### src/rtl/dcache_req_sched.sv
// Data-cache request-port scheduler: PTW priority, load/store round-robin,
// bounded in-flight stores, uncached-load ordering and fence/flush draining.

module dcache_req_sched_chk #(
    parameter int unsigned CntWidth = 3
) (
    input logic                clk_i,
    input logic                rst_ni,
    input logic                st_ack_i,
    input logic [CntWidth-1:0] st_cnt
);
    // A retire with nothing outstanding means the write buffer and this block disagree.
    a_ack_underflow: assert property (@(posedge clk_i) disable iff (!rst_ni)
        !(st_ack_i && (st_cnt == {CntWidth{1'b0}})));
endmodule

module dcache_req_sched #(
    parameter int unsigned          AddrWidth            = 34,
    parameter int unsigned          DataWidth            = 32,
    parameter int unsigned          MaxOutstandingStores = 7,
    parameter logic [AddrWidth-1:0] CachedBase           = 34'h0_8000_0000,
    parameter logic [AddrWidth-1:0] CachedLength         = 34'h0_4000_0000,
    localparam int unsigned         CntWidth             = $clog2(MaxOutstandingStores + 1),
    localparam int unsigned         BeWidth              = DataWidth / 8
) (
    input  logic                 clk_i,
    input  logic                 rst_ni,
    input  logic                 ptw_req_i,
    input  logic [AddrWidth-1:0] ptw_addr_i,
    output logic                 ptw_gnt_o,
    input  logic                 ld_req_i,
    input  logic [AddrWidth-1:0] ld_addr_i,
    output logic                 ld_gnt_o,
    input  logic                 st_req_i,
    input  logic [AddrWidth-1:0] st_addr_i,
    input  logic [DataWidth-1:0] st_wdata_i,
    input  logic [BeWidth-1:0]   st_be_i,
    output logic                 st_gnt_o,
    output logic                 mem_req_o,
    output logic                 mem_we_o,
    output logic [AddrWidth-1:0] mem_addr_o,
    output logic [DataWidth-1:0] mem_wdata_o,
    output logic [BeWidth-1:0]   mem_be_o,
    output logic [1:0]           mem_src_o,
    input  logic                 mem_gnt_i,
    input  logic                 st_ack_i,
    input  logic                 flush_i,
    output logic                 flush_ack_o,
    output logic [CntWidth-1:0]  st_cnt_o,
    output logic                 busy_o
);

    localparam logic [1:0] SRC_PTW = 2'd0;
    localparam logic [1:0] SRC_LD  = 2'd1;
    localparam logic [1:0] SRC_ST  = 2'd2;

    localparam logic [CntWidth-1:0]  CNT_ZERO   = {CntWidth{1'b0}};
    localparam logic [CntWidth-1:0]  CNT_ONE    = CntWidth'(1);
    localparam logic [CntWidth-1:0]  MAX_CNT    = CntWidth'(MaxOutstandingStores);
    localparam logic [AddrWidth:0]   CACHED_LO  = {1'b0, CachedBase};
    localparam logic [AddrWidth:0]   CACHED_END = {1'b0, CachedBase} + {1'b0, CachedLength};

    typedef enum logic [1:0] {
        FL_IDLE  = 2'd0,
        FL_DRAIN = 2'd1,
        FL_DONE  = 2'd2
    } flush_state_e;

    function automatic logic is_cached(input logic [AddrWidth-1:0] addr);
        return ({1'b0, addr} >= CACHED_LO) && ({1'b0, addr} < CACHED_END);
    endfunction

    logic                lock_vld_r;
    logic [1:0]          lock_src_r;
    logic                rr_st_r;
    logic [CntWidth-1:0] st_cnt_r;
    logic [CntWidth-1:0] st_cnt_n;
    flush_state_e        state_r;
    flush_state_e        state_n;

    logic       st_elig_s;
    logic       ld_elig_s;
    logic       sel_vld_s;
    logic [1:0] sel_src_s;
    logic       req_s;
    logic       hs_s;
    logic       st_inc_s;
    logic       st_dec_s;
    logic       flush_ack_s;

    // Source selection: a held lock wins, then arbitration only while no drain is in progress.
    // An uncached load must not pass any store, so a competing store always goes first.
    always_comb begin
        st_elig_s = st_req_i && (st_cnt_r < MAX_CNT);
        ld_elig_s = ld_req_i && (is_cached(ld_addr_i) || ((st_cnt_r == CNT_ZERO) && !st_req_i));
        sel_vld_s = 1'b0;
        sel_src_s = SRC_PTW;
        if (lock_vld_r) begin
            sel_vld_s = 1'b1;
            sel_src_s = lock_src_r;
        end else if (state_r != FL_IDLE) begin
            sel_vld_s = 1'b0;
        end else if (ptw_req_i) begin
            sel_vld_s = 1'b1;
            sel_src_s = SRC_PTW;
        end else if (ld_elig_s && st_elig_s) begin
            sel_vld_s = 1'b1;
            sel_src_s = rr_st_r ? SRC_ST : SRC_LD;
        end else if (ld_elig_s) begin
            sel_vld_s = 1'b1;
            sel_src_s = SRC_LD;
        end else if (st_elig_s) begin
            sel_vld_s = 1'b1;
            sel_src_s = SRC_ST;
        end else begin
            sel_vld_s = 1'b0;
        end
    end

    assign req_s     = sel_vld_s & rst_ni;
    assign hs_s      = req_s & mem_gnt_i;
    assign mem_req_o = req_s;
    assign mem_src_o = req_s ? sel_src_s : SRC_PTW;
    assign mem_we_o  = req_s & (sel_src_s == SRC_ST);
    assign ptw_gnt_o = hs_s & (sel_src_s == SRC_PTW);
    assign ld_gnt_o  = hs_s & (sel_src_s == SRC_LD);
    assign st_gnt_o  = hs_s & (sel_src_s == SRC_ST);

    // Port payload mux; store data and byte enables are zero for reads.
    always_comb begin
        mem_addr_o  = {AddrWidth{1'b0}};
        mem_wdata_o = {DataWidth{1'b0}};
        mem_be_o    = {BeWidth{1'b0}};
        if (req_s) begin
            case (sel_src_s)
                SRC_PTW: mem_addr_o = ptw_addr_i;
                SRC_LD:  mem_addr_o = ld_addr_i;
                SRC_ST: begin
                    mem_addr_o  = st_addr_i;
                    mem_wdata_o = st_wdata_i;
                    mem_be_o    = st_be_i;
                end
                default: mem_addr_o = {AddrWidth{1'b0}};
            endcase
        end else begin
            mem_addr_o = {AddrWidth{1'b0}};
        end
    end

    // Lock register: a refused request keeps its slot until the cache accepts it.
    always_ff @(posedge clk_i) begin
        if (!rst_ni) begin
            lock_vld_r <= 1'b0;
            lock_src_r <= SRC_PTW;
        end else begin
            lock_vld_r <= req_s & ~mem_gnt_i;
            if (req_s && !mem_gnt_i) begin
                lock_src_r <= sel_src_s;
            end
        end
    end

    // Round-robin pointer: favour the other of load/store after each of their handshakes.
    always_ff @(posedge clk_i) begin
        if (!rst_ni) begin
            rr_st_r <= 1'b0;
        end else if (hs_s && (sel_src_s == SRC_LD)) begin
            rr_st_r <= 1'b1;
        end else if (hs_s && (sel_src_s == SRC_ST)) begin
            rr_st_r <= 1'b0;
        end
    end

    assign st_inc_s = hs_s & (sel_src_s == SRC_ST);
    assign st_dec_s = st_ack_i & (st_cnt_r != CNT_ZERO);

    // Outstanding-store count next value.
    always_comb begin
        st_cnt_n = st_cnt_r;
        case ({st_inc_s, st_dec_s})
            2'b10:   st_cnt_n = st_cnt_r + CNT_ONE;
            2'b01:   st_cnt_n = st_cnt_r - CNT_ONE;
            default: st_cnt_n = st_cnt_r;
        endcase
    end

    // Outstanding-store count register.
    always_ff @(posedge clk_i) begin
        if (!rst_ni) begin
            st_cnt_r <= CNT_ZERO;
        end else begin
            st_cnt_r <= st_cnt_n;
        end
    end

    // Flush sequencing: drain stores and any lock, acknowledge once, then resume.
    always_comb begin
        state_n     = state_r;
        flush_ack_s = 1'b0;
        case (state_r)
            FL_IDLE: begin
                if (flush_i) begin
                    state_n = FL_DRAIN;
                end else begin
                    state_n = FL_IDLE;
                end
            end
            FL_DRAIN: begin
                if (!flush_i) begin
                    state_n = FL_IDLE;
                end else if ((st_cnt_r == CNT_ZERO) && !lock_vld_r) begin
                    state_n = FL_DONE;
                end else begin
                    state_n = FL_DRAIN;
                end
            end
            FL_DONE: begin
                state_n     = FL_IDLE;
                flush_ack_s = 1'b1;
            end
            default: state_n = FL_IDLE;
        endcase
    end

    // Flush state register.
    always_ff @(posedge clk_i) begin
        if (!rst_ni) begin
            state_r <= FL_IDLE;
        end else begin
            state_r <= state_n;
        end
    end

    assign flush_ack_o = flush_ack_s & rst_ni;
    assign st_cnt_o    = rst_ni ? st_cnt_r : CNT_ZERO;
    assign busy_o      = rst_ni & ((st_cnt_r != CNT_ZERO) | lock_vld_r);

    dcache_req_sched_chk #(
        .CntWidth(CntWidth)
    ) u_chk (
        .clk_i   (clk_i),
        .rst_ni  (rst_ni),
        .st_ack_i(st_ack_i),
        .st_cnt  (st_cnt_r)
    );

endmodule

### config.mk
export PLATFORM = sky130hd
export DESIGN_NAME = dcache_req_sched
export DESIGN_NICKNAME = d
export VERILOG_FILES = /design/src/rtl/dcache_req_sched.sv
export SDC_FILE = /design/constraint.sdc
export NUM_CORES = 1
export LEC_CHECK = 0
export CORE_AREA = 2 2 89 91
export DETAILED_ROUTE_END_ITERATION = 6
export DIE_AREA = 0 0 91 93
export HOLD_SLACK_MARGIN = 0.1
export PLACE_DENSITY = 0.89
export RECOVER_POWER = 100
export SYNTH_ARGS = -nofsm -noshare
export SYNTH_HDL_FRONTEND = slang
export SYNTH_SLANG_ARGS = --single-unit
### constraint.sdc
create_clock -name clk_i -period 4.24 [get_ports clk_i]
set_input_delay 0.848 -clock clk_i [delete_from_list [all_inputs] [get_ports clk_i]]
set_output_delay 0.848 -clock clk_i [all_outputs]
set_load 0.1 [all_outputs]
Yosys cells after proc, flatten, opt, wreduce, memory -nomap -nowiden
Cells that the tools add are included.
- logic and storage cells: 77
- flip-flop bits (word level): 9
- input bits: 146
- output and inout bits: 82
- order comparisons: 3
- reductions and logical operators: 20
- bitwise operators: 12
- eq/ne operators: 6
- add/sub/neg operators: 2
- multiplexer cells: 29
- operators by type and width (operator ; count):
    34-bit case mux with 3 select lines ; 1
    32-bit two-way mux ; 2
    34-bit by 32-bit >= comparator with 1-bit output, second input constant ; 1
    34-bit by 32-bit less-than comparator with 1-bit output, second input constant ; 1
    34-bit two-way mux ; 1
    2-bit two-way mux ; 10
    1-bit AND ; 10
    1-bit two-way mux ; 10
    1-bit logical AND ; 9
    4-bit two-way mux ; 2
    2-bit by 1-bit equality test with 1-bit output, second input constant ; 3
    2-bit equality test, second input constant ; 3
    3-bit case mux with 2 select lines ; 1
    2-bit nonzero test ; 3
    2-bit logical NOT ; 2
    2-bit case mux with 2 select lines ; 1
    3-bit by 1-bit adder with 3-bit output, second input constant ; 1
    1-bit logical NOT ; 3
    3-bit logical NOT ; 1
    3-bit less-than comparator, second input constant ; 1
    3-bit two-way mux ; 1
    3-bit nonzero test ; 1
    3-bit by 1-bit subtractor with 3-bit output, second input constant ; 1
    1-bit logical OR ; 1
    2 further kinds ; 2

Longest topological paths before layout
- word-level depth: 14
- depth in mapped cells: 11
- depth with buffers taken out: 10

Worst setup path after synthesis
Ideal clock, no wire load.
- kind: input to output
- start: input port ld_addr_i[33]
- end: output port mem_addr_o[0]
- cell stages on the path: 6
- buffers on the path: 0
- path slack: -0.596 ns
- arrival time: 3.988 ns
- cell sequence: nor4b_2 o21ai_1 a21o_2 inv_1 nand2_2 o2bb2ai_1
- elaborated cells on any way between the ends: 22
- those cells by class: order compare: 2; eq/ne: 2; mux: 12; bitwise: 1; reduce/logical: 5
- RTL lines (item ; line ; source):
    start: declaration ; 32 ; input logic [AddrWidth-1:0] ld_addr_i,
    34-bit by 32-bit >= comparator with 1-bit output / 34-bit by 32-bit less-than comparator with 1-bit output (equally long branches) ; 70 ; return ({1'b0, addr} >= CACHED_LO) && ({1'b0, addr} < CACHED_END);
    1-bit logical AND (*) ; 70 ;
    1-bit logical OR (*) ; 95 ; ld_elig_s = ld_req_i && (is_cached(ld_addr_i) || ((st_cnt_r == CNT_ZERO) && !st_req_i));
    1-bit logical AND (*) ; 95 ;
    1-bit two-way mux / 1-bit logical AND (equally long branches) ; 109, 106 ;
    1-bit two-way mux (*) ; 106 ; end else if (ld_elig_s && st_elig_s) begin
    1-bit two-way mux (*) ; 103 ; end else if (ptw_req_i) begin
    1-bit two-way mux (*) ; 101 ; end else if (state_r != FL_IDLE) begin
    1-bit two-way mux (*) ; 98 ; if (lock_vld_r) begin
    1-bit AND (*) ; 120 ; assign req_s = sel_vld_s & rst_ni;
    net mem_req_o ; 39 ; output logic mem_req_o,
    34-bit two-way mux (*) ; 134 ; if (req_s) begin
    end: declaration ; 41 ; output logic [AddrWidth-1:0] mem_addr_o,
Mark *: on every way through the listed nets, which the timed path passes. The rest lies on a longest branch.

Final worst setup path
- start: input port ld_addr_i[33]
- end: output port mem_addr_o[27]
- cells in the longest elaborated chain, start to end: 12
- elaborated cells on any way between the ends: 22
- those cells by class: order compare: 2; eq/ne: 2; mux: 12; bitwise: 1; reduce/logical: 5
- ends and longest elaborated chain (item ; line ; source):
    34-bit by 32-bit >= comparator with 1-bit output / 34-bit by 32-bit less-than comparator with 1-bit output (equally long branches) ; 70 ;
    1-bit logical AND (*) ; 70 ;
    1-bit logical OR (*) ; 95 ;
    1-bit logical AND (*) ; 95 ;
    2-bit two-way mux / 1-bit logical AND (equally long branches) ; 109, 106 ;
    2-bit two-way mux ; 106 ;
    2-bit two-way mux ; 103 ;
    2-bit two-way mux ; 101 ;
    2-bit two-way mux ; 98 ;
    2-bit equality test, or another cell as far along ; 135 ; case (sel_src_s)
    34-bit case mux with 3 select lines ; 135 ;
    34-bit two-way mux (*) ; 134 ;
Mark *: on every way between the ends. The rest lies on a longest branch, timed or not.

==> results_dict.tcl <==
set metrics [dict create \
    status "finished clean" \
    place_ws_ps 245 \
    path_class "in -> out" \
    final_cells 520 \
    synthesis.nets 345 \
    grt_pass1_wl_mm 15.0 \
    cts-buffers-inserted 3 \
    core_area_mm2 0.00753 \
    fin_crit_sh_pct 94.5 \
    powerDensity_mw_per_mm2 194 \
    setup_viol_count_final 0 \
    ys_types 37 \
    min_path_type "reg -> reg" \
    grt_pass1_vias 2535 \
    startpoint_type "input pin" \
    max-vdd-ir-drop_v 0.000156 \
    post_drt_via_cell_ratio 4.75 \
    gp_congestion 0.820 \
    cts_setup_buffers 0 \
    drt_pass1_iterations 4 \
    die_y_um 93 \
    cts-resized-gates 0 \
    synth_edf_count 0 \
    diodes 0 \
    cp.arrival_ps 3160 \
    nFillCells 602 \
    final-hold-violation-count 0 \
    cp.required_ps 3390 \
    dieArea_mm2 0.00846 \
    detail-route-antenna-nets 0 \
    ys_warn_count 0 \
    gr-total-overflow 0 \
    relSlewSlack_pct 19.7 \
    drt-wirelength-per-cell_um 19.0 \
    die_x_um 91 \
    cts_hold_buf 0 \
    post-dp-hpwl_mm 8.50 \
    grt_max_degree 38 \
    cts-root-buf "clkbuf_8" \
    clkSinkCount 9 \
    max_freq_mhz 249 \
    fin_area_mm2 0.00472 \
    place_inst 516 \
    place_area_mm2 0.00504 \
    cts_tree "done" \
    avgSynthCellArea_um2 9.61 \
    drt_iter0_markers 43 \
    end_kind "output port" \
    worst_slack_ps 231 \
    synth-async-reset-ratio_pct 0 \
    post-route-drc-count 0 \
    skew_ps 2.06 \
    tightest_slew_ps 1210 \
    synth_cells 197 \
    power_leakage_nw 1.94 \
    ys.flop_type "dfxtp_1" \
    via_count 2472 \
    worstSkewPairLatency_ps 240 \
    max_cap_violations 0 \
    track_usage_pct 22.3 \
    rsz0062_at_grt "false" \
    grt_antenna_before_repair 0 \
    cts_buffer_depth 2 \
    drive_above_1_share_pct 31.3 \
    wirelength_mm 9.88 \
    drv_slew 0 \
    std_cell_rows 32 \
    ios 228 \
    area_delta_synth_final_pct 150 \
    ys_ff_latch 9 \
    port_buffers 227 \
    clkTransAtPathRegs_ps 50 \
    initial_core_util_pct 25.1 \
    nNetsFinal 567 \
    cts_htree_levels 1 \
    ys_seq_area_share_pct 9.52 \
    crit_path_max_fanout 34 \
    finalHoldWorstSlack_ps 522 \
    syn_area_mm2 0.00189 \
    final.min_clock_period_ps 4010 \
]
cell families (layout without fill, tap and decap cells):
| kind of cell | Yosys count | in the layout | share of synthesized area, % |
|---|---|---|---|
| compound gates | 56 | 56 | 36.1 |
| xor+xnor | 2 | 2 | 0.925 |
| fa+ha+maj | 2 | 2 | 1.72 |
| buf+inv | 21 | 242 | 8.46 |
| flops | 9 | 9 | 9.52 |
| mux | 35 | 35 | 18.5 |
| simple gates | 72 | 72 | 24.8 |
registers in the layout, summed over array words and instances, names as in the netlist:
| signal | count |
|---|---|
| rr_st_r | 1 |
| lock_src_r | 2 |
| lock_vld_r | 1 |
| state_r | 2 |
| st_cnt_r | 3 |
metal layers:
metal / routed length, um / global-route usage, % / vias to the layer above
met4: 236 / 6.19 / 0
met5: 0 / 0 / -
met1: 3650 / 25.2 / 1168
met2: 5330 / 41.7 / 105
li1: - / - / 1178
met3: 659 / 5.40 / 21
metrics by stage:
stage	utilization [%]	power [mW]	setup TNS, ps
2_1_floorplan	-	0.537	-6690
3_3_place_gp	67.0	0.874	0
3_5_place_dp	67.0	0.886	0
4_1_cts	67.6	0.994	0
5_1_grt	62.7	0.951	0
6_report	62.7	0.918	0
report_power, final:
group          switching [mW]  total, mW  internal (mW)
clock network          0.0392      0.104         0.0645
registers             0.00845     0.0977         0.0892
logic                   0.440      0.717          0.276
path summary, 6_finish.rpt:
kind	endpoint	slack (ps)	start	depth (start not counted)
min reg2reg	state_r[1]$_SDFF_PN0_	520	state_r[0]$_SDFF_PN0_	2
max reg2reg	st_cnt_r[2]$_SDFFE_PN0P_	1410	st_cnt_r[0]$_SDFFE_PN0P_	10
max	mem_addr_o[27]	230	ld_addr_i[33]	9
min	state_r[1]$_SDFF_PN0_	520	state_r[0]$_SDFF_PN0_	2
synthesized netlist by cell type, types with 2 or more instances:
library cell,instances,area share [%]
and2_1,42,14
mux2i_1,35,19
o2bb2ai_2,30,24
buf_6,10,5.9
dfxtp_1,9,9.5
nor2_1,9,1.8
nand2_1,6,1.2
buf_2,5,1.3
inv_1,5,0.99
o2bb2ai_1,5,2.3
o21ai_0,4,1.1
a21oi_1,3,0.79
nand3_1,3,0.79
a211oi_1,2,0.79
a21boi_0,2,0.79
a32o_1,2,1.1
a32oi_4,2,2.9
nor2b_1,2,0.66
nor3_4,2,1.7
nor4_4,2,2.2
worst max-delay path, stage by stage:
cell and delay (ps):
clkdlybuf4s50_1 450, nor4b_2 450, o21ai_1 180, a21o_1 290, inv_1 160, nand2_2 80, buf_12 200, o2bb2ai_2 150
buf_4 300
final cells by class:
class | instances | area [um^2] | share of cell area (%)
clock inverter | 1 | 5.00 | 0.106
clock buffer | 3 | 41.3 | 0.874
sequential | 9 | 180 | 3.81
timing repair buffer | 233 | 2770 | 58.7
tap | 102 | 128 | 2.70
multi-input combinational | 167 | 1580 | 33.4
inverter | 5 | 18.8 | 0.397
layout by cell type, fill, tap and decap left out, types with 6 or more instances in the layout:
cell             netlist  final
dfxtp_1                9      9
mux2i_1               35     35
and2_0                 0     37
nand2_1                6      6
buf_4                  0     14
o2bb2ai_2             30     34
clkdlybuf4s50_1        0    144
buf_12                 0     51
buf_6                 10     13
nor2_1                 9      9
Power figures use the tool's default switching activity.
